===== src/rtl/alu_control_seq_if.sv =====
// ALU control bundle: decode inputs, mul/div operands, control and HI/LO outputs.
// Master drives the instruction fields and operands; slave returns control/status.
// Plain wires only, no storage; width parameters must match the attached block.
interface alu_control_seq_if #(
    parameter int WIDTH  = 32,
    parameter int CTRL_W = 4
);
    logic [1:0]        aluop;
    logic [5:0]        funct;
    logic [5:0]        opcode;
    logic              valid;
    logic [WIDTH-1:0]  op_a;
    logic [WIDTH-1:0]  op_b;
    logic [CTRL_W-1:0] alu_ctrl;
    logic              illegal;
    logic              stall;
    logic              done;
    logic              div_zero;
    logic [WIDTH-1:0]  hilo_out;

    modport master (
        output aluop, funct, opcode, valid, op_a, op_b,
        input  alu_ctrl, illegal, stall, done, div_zero, hilo_out
    );

    modport slave (
        input  aluop, funct, opcode, valid, op_a, op_b,
        output alu_ctrl, illegal, stall, done, div_zero, hilo_out
    );
endinterface


===== src/rtl/alu_control_seq.sv =====
// ALU control decode plus iterative mul/div sequencer owning HI/LO (signed ops under ALU_SIGNED_MULDIV_EN).
// Decode is combinational; MULT/DIV take WIDTH+1 stall cycles, divide-by-zero takes 1, done pulses after.
// stall holds the pipeline while busy; issues arriving while busy are ignored.
module alu_control_seq #(
    parameter int WIDTH  = 32,
    parameter int CTRL_W = 4,
    parameter int CNT_W  = 6
) (
    input  logic               clk,
    input  logic               rst,
    alu_control_seq_if.slave   bus
);

    typedef enum logic [1:0] {IDLE, MUL, DIV, FIN} state_t;

    localparam logic [CTRL_W-1:0] C_AND  = CTRL_W'(4'b0000);
    localparam logic [CTRL_W-1:0] C_OR   = CTRL_W'(4'b0001);
    localparam logic [CTRL_W-1:0] C_ADD  = CTRL_W'(4'b0010);
    localparam logic [CTRL_W-1:0] C_XOR  = CTRL_W'(4'b0011);
    localparam logic [CTRL_W-1:0] C_NOR  = CTRL_W'(4'b0100);
    localparam logic [CTRL_W-1:0] C_SUB  = CTRL_W'(4'b0110);
    localparam logic [CTRL_W-1:0] C_SLT  = CTRL_W'(4'b0111);
    localparam logic [CTRL_W-1:0] C_SLTU = CTRL_W'(4'b1000);
    localparam logic [CTRL_W-1:0] C_SLL  = CTRL_W'(4'b1001);
    localparam logic [CTRL_W-1:0] C_SRL  = CTRL_W'(4'b1010);
    localparam logic [CTRL_W-1:0] C_SRA  = CTRL_W'(4'b1011);
    localparam logic [CNT_W-1:0]  LAST   = CNT_W'(WIDTH - 1);

    state_t              state_q, state_d;
    logic [CNT_W-1:0]    cnt_q, cnt_d;
    logic [2*WIDTH-1:0]  p_q, p_d;      // {HI-side, LO-side}: product or {remainder, quotient}
    logic [WIDTH-1:0]    b_q, b_d;      // multiplicand / divisor magnitude
    logic [WIDTH-1:0]    hi_q, hi_d, lo_q, lo_d;
    logic                dz_q, dz_d;
    logic                div_q, div_d;  // operation in flight is a divide
    logic                zero_q, zero_d; // divide by zero, result preloaded
    logic                done_q;
`ifdef ALU_SIGNED_MULDIV_EN
    logic                qneg_q, qneg_d; // negate product / quotient in FIN
    logic                rneg_q, rneg_d; // negate remainder in FIN
`endif

    logic [CTRL_W-1:0]   ctrl;
    logic                illegal;
    logic                is_mul, is_div, is_signed, issue;
    logic [WIDTH-1:0]    mag_a, mag_b;
    logic [WIDTH:0]      msum, trial;
    logic [2*WIDTH-1:0]  mul_next, div_next;
    logic [WIDTH-1:0]    rem_new;
    logic [WIDTH-1:0]    fin_hi, fin_lo;

    // Instruction field decode to ALU operation code; every path assigns both outputs.
    always_comb begin
        ctrl    = C_ADD;
        illegal = 1'b0;
        case (bus.aluop)
            2'b00: ctrl = C_ADD;
            2'b01: ctrl = C_SUB;
            2'b10: begin
                case (bus.funct)
                    6'b100000, 6'b100001: ctrl = C_ADD;
                    6'b100010, 6'b100011: ctrl = C_SUB;
                    6'b100100: ctrl = C_AND;
                    6'b100101: ctrl = C_OR;
                    6'b100110: ctrl = C_XOR;
                    6'b100111: ctrl = C_NOR;
                    6'b101010: ctrl = C_SLT;
                    6'b101011: ctrl = C_SLTU;
                    6'b000000: ctrl = C_SLL;
                    6'b000010: ctrl = C_SRL;
                    6'b000011: ctrl = C_SRA;
                    6'b011001, 6'b011011, 6'b010000, 6'b010010: ctrl = C_ADD;
`ifdef ALU_SIGNED_MULDIV_EN
                    6'b011000, 6'b011010: ctrl = C_ADD;
`endif
                    default: begin
                        ctrl    = C_ADD;
                        illegal = 1'b1;
                    end
                endcase
            end
            default: begin
                case (bus.opcode)
                    6'b001000, 6'b001001: ctrl = C_ADD;
                    6'b001100: ctrl = C_AND;
                    6'b001101: ctrl = C_OR;
                    6'b001110: ctrl = C_XOR;
                    6'b001010: ctrl = C_SLT;
                    6'b001011: ctrl = C_SLTU;
                    default: begin
                        ctrl    = C_ADD;
                        illegal = 1'b1;
                    end
                endcase
            end
        endcase
    end

    // Issue qualification and operand magnitudes loaded on the issue edge.
    always_comb begin
`ifdef ALU_SIGNED_MULDIV_EN
        is_signed = (bus.funct == 6'b011000) || (bus.funct == 6'b011010);
        is_mul    = (bus.funct == 6'b011001) || (bus.funct == 6'b011000);
        is_div    = (bus.funct == 6'b011011) || (bus.funct == 6'b011010);
        mag_a     = (is_signed && bus.op_a[WIDTH-1]) ? -bus.op_a : bus.op_a;
        mag_b     = (is_signed && bus.op_b[WIDTH-1]) ? -bus.op_b : bus.op_b;
`else
        is_signed = 1'b0;
        is_mul    = (bus.funct == 6'b011001);
        is_div    = (bus.funct == 6'b011011);
        mag_a     = bus.op_a;
        mag_b     = bus.op_b;
`endif
        issue = (state_q == IDLE) && bus.valid && (bus.aluop == 2'b10) && (is_mul || is_div);
    end

    // One shift-add step and one restoring-divide step over the shared p register.
    always_comb begin
        msum     = {1'b0, p_q[2*WIDTH-1:WIDTH]} + (p_q[0] ? {1'b0, b_q} : {(WIDTH+1){1'b0}});
        mul_next = {msum, p_q[WIDTH-1:1]};
        trial    = {p_q[2*WIDTH-1:WIDTH], p_q[WIDTH-1]} - {1'b0, b_q};
        rem_new  = trial[WIDTH] ? {p_q[2*WIDTH-2:WIDTH], p_q[WIDTH-1]} : trial[WIDTH-1:0];
        div_next = {rem_new, p_q[WIDTH-2:0], ~trial[WIDTH]};
    end

    // Final HI/LO values, with sign correction for signed operations.
    always_comb begin
        fin_hi = p_q[2*WIDTH-1:WIDTH];
        fin_lo = p_q[WIDTH-1:0];
`ifdef ALU_SIGNED_MULDIV_EN
        if (!div_q && qneg_q) begin
            {fin_hi, fin_lo} = -p_q;
        end
        if (div_q && rneg_q) fin_hi = -p_q[2*WIDTH-1:WIDTH];
        if (div_q && qneg_q) fin_lo = -p_q[WIDTH-1:0];
`endif
    end

    // Sequencer next state and datapath next values.
    always_comb begin
        state_d = state_q;
        cnt_d   = cnt_q;
        p_d     = p_q;
        b_d     = b_q;
        hi_d    = hi_q;
        lo_d    = lo_q;
        dz_d    = dz_q;
        div_d   = div_q;
        zero_d  = zero_q;
`ifdef ALU_SIGNED_MULDIV_EN
        qneg_d  = qneg_q;
        rneg_d  = rneg_q;
`endif
        case (state_q)
            IDLE: begin
                if (issue) begin
                    cnt_d  = '0;
                    p_d    = {{WIDTH{1'b0}}, mag_a};
                    b_d    = mag_b;
                    div_d  = is_div;
                    zero_d = 1'b0;
`ifdef ALU_SIGNED_MULDIV_EN
                    qneg_d = is_signed && (bus.op_a[WIDTH-1] ^ bus.op_b[WIDTH-1]);
                    rneg_d = is_signed && bus.op_a[WIDTH-1];
`endif
                    if (is_div && (bus.op_b == '0)) begin
                        // Result is preloaded raw: HI=op_a, LO=all ones, no sign fix.
                        p_d     = {bus.op_a, {WIDTH{1'b1}}};
                        zero_d  = 1'b1;
                        dz_d    = 1'b1;
`ifdef ALU_SIGNED_MULDIV_EN
                        qneg_d  = 1'b0;
                        rneg_d  = 1'b0;
`endif
                        state_d = FIN;
                    end else begin
                        state_d = is_div ? DIV : MUL;
                    end
                end
            end
            MUL: begin
                p_d   = mul_next;
                cnt_d = cnt_q + CNT_W'(1);
                if (cnt_q == LAST) state_d = FIN;
            end
            DIV: begin
                p_d   = div_next;
                cnt_d = cnt_q + CNT_W'(1);
                if (cnt_q == LAST) state_d = FIN;
            end
            default: begin
                hi_d = fin_hi;
                lo_d = fin_lo;
                if (div_q && !zero_q) dz_d = 1'b0;
                state_d = IDLE;
            end
        endcase
    end

    // State register.
    always_ff @(posedge clk or posedge rst) begin
        if (rst) state_q <= IDLE;
        else     state_q <= state_d;
    end

    // Datapath and status registers; reset discards any in-flight operation.
    always_ff @(posedge clk or posedge rst) begin
        if (rst) begin
            cnt_q  <= '0;
            p_q    <= '0;
            b_q    <= '0;
            hi_q   <= '0;
            lo_q   <= '0;
            dz_q   <= 1'b0;
            div_q  <= 1'b0;
            zero_q <= 1'b0;
            done_q <= 1'b0;
`ifdef ALU_SIGNED_MULDIV_EN
            qneg_q <= 1'b0;
            rneg_q <= 1'b0;
`endif
        end else begin
            cnt_q  <= cnt_d;
            p_q    <= p_d;
            b_q    <= b_d;
            hi_q   <= hi_d;
            lo_q   <= lo_d;
            dz_q   <= dz_d;
            div_q  <= div_d;
            zero_q <= zero_d;
            done_q <= (state_q == FIN);
`ifdef ALU_SIGNED_MULDIV_EN
            qneg_q <= qneg_d;
            rneg_q <= rneg_d;
`endif
        end
    end

    assign bus.alu_ctrl = ctrl;
    assign bus.illegal  = illegal;
    assign bus.stall    = (state_q != IDLE);
    assign bus.done     = done_q;
    assign bus.div_zero = dz_q;
    assign bus.hilo_out = (bus.funct == 6'b010000) ? hi_q : lo_q;

endmodule


===== src/flat_wrapper.sv =====
// flat-port wrapper written by rule: the top's interface ports become plain ports
module alu_control_seq_flat 
#(
    parameter int WIDTH  = 32,
    parameter int CTRL_W = 4,
    parameter int CNT_W  = 6
)
  (clk, rst, bus_aluop, bus_funct, bus_opcode, bus_valid, bus_op_a, bus_op_b, bus_alu_ctrl, bus_illegal, bus_stall, bus_done, bus_div_zero, bus_hilo_out);
  alu_control_seq_if #(.WIDTH(WIDTH), .CTRL_W(CTRL_W)) bus_i ();
  input  logic clk;
  input  logic rst;
  input wire logic [$bits(bus_i.aluop)-1:0] bus_aluop;
  input wire logic [$bits(bus_i.funct)-1:0] bus_funct;
  input wire logic [$bits(bus_i.opcode)-1:0] bus_opcode;
  input wire logic [$bits(bus_i.valid)-1:0] bus_valid;
  input wire logic [$bits(bus_i.op_a)-1:0] bus_op_a;
  input wire logic [$bits(bus_i.op_b)-1:0] bus_op_b;
  output wire logic [$bits(bus_i.alu_ctrl)-1:0] bus_alu_ctrl;
  output wire logic [$bits(bus_i.illegal)-1:0] bus_illegal;
  output wire logic [$bits(bus_i.stall)-1:0] bus_stall;
  output wire logic [$bits(bus_i.done)-1:0] bus_done;
  output wire logic [$bits(bus_i.div_zero)-1:0] bus_div_zero;
  output wire logic [$bits(bus_i.hilo_out)-1:0] bus_hilo_out;
  assign bus_i.aluop = bus_aluop;
  assign bus_i.funct = bus_funct;
  assign bus_i.opcode = bus_opcode;
  assign bus_i.valid = bus_valid;
  assign bus_i.op_a = bus_op_a;
  assign bus_i.op_b = bus_op_b;
  assign bus_alu_ctrl = bus_i.alu_ctrl;
  assign bus_illegal = bus_i.illegal;
  assign bus_stall = bus_i.stall;
  assign bus_done = bus_i.done;
  assign bus_div_zero = bus_i.div_zero;
  assign bus_hilo_out = bus_i.hilo_out;
  alu_control_seq #(.WIDTH(WIDTH), .CTRL_W(CTRL_W), .CNT_W(CNT_W)) u_core (.clk(clk), .rst(rst), .bus(bus_i));
endmodule

===== config.mk =====
export PLATFORM = sky130hd
export DESIGN_NAME = alu_control_seq_flat
export DESIGN_NICKNAME = d
export VERILOG_FILES = /design/src/rtl/alu_control_seq_if.sv /design/src/rtl/alu_control_seq.sv /design/src/flat_wrapper.sv
export SDC_FILE = /design/constraint.sdc
export NUM_CORES = 1
export LEC_CHECK = 0
export CORE_ASPECT_RATIO = 1.1
export CORE_MARGIN = 4
export CORE_UTILIZATION = 40
export DETAILED_ROUTE_END_ITERATION = 8
export DONT_BUFFER_PORTS = 1
export RECOVER_POWER = 25
export SETUP_SLACK_MARGIN = 0.3
export SLEW_MARGIN = 15
export SYNTH_ARGS = -nofsm -noshare
export SYNTH_HDL_FRONTEND = slang
export SYNTH_SLANG_ARGS = --single-unit

===== constraint.sdc =====
create_clock -name clk -period 11.83 [get_ports clk]
set_input_delay 2.366 -clock clk [delete_from_list [all_inputs] [get_ports clk]]
set_output_delay 2.366 -clock clk [all_outputs]
set_load 0.005 [all_outputs]

==> results.md <==
* Post-cts resize count at 0
* Final TNS setup at 0 ps
* Critical path launch point type: primary input
* First-pass GRT wire length at 56.4 mm
* Dpl hpwl at 26.1 mm
* CP Class: in2out
* Fin area at 13300 µm²
* Final WL at 35.4 mm
* Clock Tree Buf Depth at 2
* Synthesized instance count at 1380
* R2R Setup Slk at 6420 ps
* Reg-to-Reg Start: u_core.state_q[1]
* Die width at 176 µm
* Setup slack after layout at 5390 ps
* Register area share after synthesis at 34.6%
* Worst Path Arrival at 4070 ps
* Setup crit end kind: output port
* Final hold slack at 501 ps
* Layout area overhead at 6.92%
* Clk slew on worst S/H paths at 70 ps
* Failing checks: max-capacitance violations, max-slew violations
* Core Area at 30600 µm²
* Crit path required time at 9460 ps
* Routed vias at 10200
* Synthesis Warnings at 0
* Top cells by area, synth: dfrtp_1 35%, mux2_2 12%, ha_1 7.0%
* Initial DRC Count at 762
* Via density at 5.83
* Synthesized flop and latch total at 172
* WL per Instance at 20.2 µm
* P_leak at 0.00578 µW
* Postcts setup bufs at 0
* Power density cells at 303 nW/µm²
* Pre-CTS setup slack at 5320 ps
* Syn Nets at 1533
* Gpl congestion at 0.968
* Top cell type's share of synthesized area at 34.6%
* Cts hold-fix bufs at 0
* Most common cell in the netlist: dfrtp_1
* Top cells by count, synth: 172 x dfrtp_1, 148 x nand2_1, 138 x mux2_2
* Mapped Avg Cell Area at 9.01 µm²
* Row count at 67
* Die Area at 34000 µm²
* EDFF count, synth at 0
* Chip height at 193 µm
* CTS buffer count at 17
* Root Buffer: clkbuf_16
* Least-Margin Pin Slew at 3880 ps
* Post-route antenna net violation count at 0
* Pre-antenna DRT Iters at 5
* Critical path peak fanout at 32
* Period minus WS final at 6440 ps
* PortBufs at 0
* Cell variety after synth at 68
* Slew HR at -159%
* Dpl cell area at 12700 µm²
* Post-Syn Area at 12400 µm²
* Vias in the first global route at 9787
* RSZ-0062 raised after global routing: no
* Clk sinks at 172
* Worst Skew at 14.6 ps
* Final hold violations at 0
* Hold depth at 1
* GRT Total Usage at 20.9%
* Fin util at 43.5%
* Maximum VDD drop at 0.171 mV
* Beginning of the worst hold path: u_core.hi_q[22]
* R2R depth at 8
* Min-Delay Path Class: reg2reg
* Final slew viol count at 128
* GRT Residual Overflow at 0
* Max-cap viol count at 2
* Top FF cell, synth: dfrtp_1
* Worst Hold Path EP: u_core.hi_q[22]
* Nets@finish at 1480
* Detailed-route DRC error count at 0
* IO Pins at 121
* Largest net degree at the start of global routing at 90
* Antenna violations before repair at 0
* CTS H-Tree Depth at 4
* Area leader, netlist: dfrtp_1
* Clk Latency, worst-skew pair at 450 ps
* Initial core utilization at 40.6%
* Final setup viols at 0
* Layout cells sized above 1 at 15.2%
* Asr flop ratio synth at 100%
* Outcome: finished with violations
* CTS tree: built
* F_max at 155 MHz
* Diode count at 0
* Crit Reg-Reg Endpoint: u_core.p_q[63]
* Post-route clock period utilization at 54.4%
[registers in the layout, summed over array words and instances (netlist names)]
signal               cells
u_core.zero_q            1
u_core.cnt_q             6
u_core.b_q              32
u_core.state_q           2
u_core.div_q             1
u_core.hi_q             32
u_core.bus.div_zero      1
u_core.lo_q             32
u_core.p_q              64
u_core.bus.done          1
[per-layer routing]
metal | GRT usage (%) | wire length [µm]
met1 | 31.0 | 17200
met2 | 31.5 | 15300
met4 | 5.31 | 591
met5 | 0 | 0
met3 | 3.94 | 2290
[through the flow]
step | std cells | total power [µW]
finish | 1753 | 4020
global route | 1753 | 4350
CTS | 1753 | 4000
detailed placement | 1722 | 3430
global placement | 1722 | 3400
floorplan | 1380 | 2850
[logic make-up after synthesis]
kind of cell               after synthesis  share of synthesized area [%]
xor gates and xnor gates                54                           3.95
buffers and inverters                  140                           4.44
and+or+nand+nor                        378                           14.3
adders and majority gates               72                           7.36
DFF                                    172                           34.6
muxes                                  154                           14.0
AOI/OAI and AO/OA                      410                           21.4
[power breakdown]
group	leakage (µW)	internal (µW)	total [µW]	switching, µW
combinational	0.00332	975	2370	1400
clock	0.000270	300	562	262
sequential	0.00219	832	1090	259
total	0.00578	2110	4020	1920
[worst max-delay path by stage]
stage                       startpoint          endpoint
after floorplan                    rst     u_core.b_q[0]
after global placement    bus_funct[0]  bus_hilo_out[21]
after detailed placement  bus_funct[0]  bus_hilo_out[27]
after CTS                 bus_funct[0]  bus_hilo_out[27]
after global routing      bus_funct[0]   bus_hilo_out[7]
final                     bus_funct[0]  bus_hilo_out[27]
[cell type report]
| cell class | count | area (µm²) |
|---|---|---|
| sequential | 172 | 4300 |
| inverter | 56 | 211 |
| fill | 2962 | 17300 |
| clock inverter | 13 | 136 |
| multi-input combinational | 1068 | 7600 |
| clock buffer | 18 | 439 |
| tap | 414 | 518 |
| timing repair buffer | 12 | 86.3 |
[layout by cell type, fill, tap and decap left out, types with 18 or more instances in the layout]
| cell type | n |
|---|---|
| nand3_1 | 18 |
| nand2_1 | 147 |
| a21o_1 | 22 |
| nor3_1 | 26 |
| mux2_2 | 138 |
| inv_1 | 55 |
| nor2_1 | 71 |
| a21oi_1 | 108 |
| and3_1 | 18 |
| xnor2_1 | 36 |
| o21ai_0 | 107 |
| a211oi_1 | 22 |
| a22oi_1 | 34 |
| dfrtp_1 | 172 |
| and2_1 | 42 |
| ha_1 | 67 |
[worst max-delay path: stages]
cell	delay (ps)
nor3_1	310
nand3_2	760
mux2_2	590
Note: power is estimated with default switching activity, not from simulation.
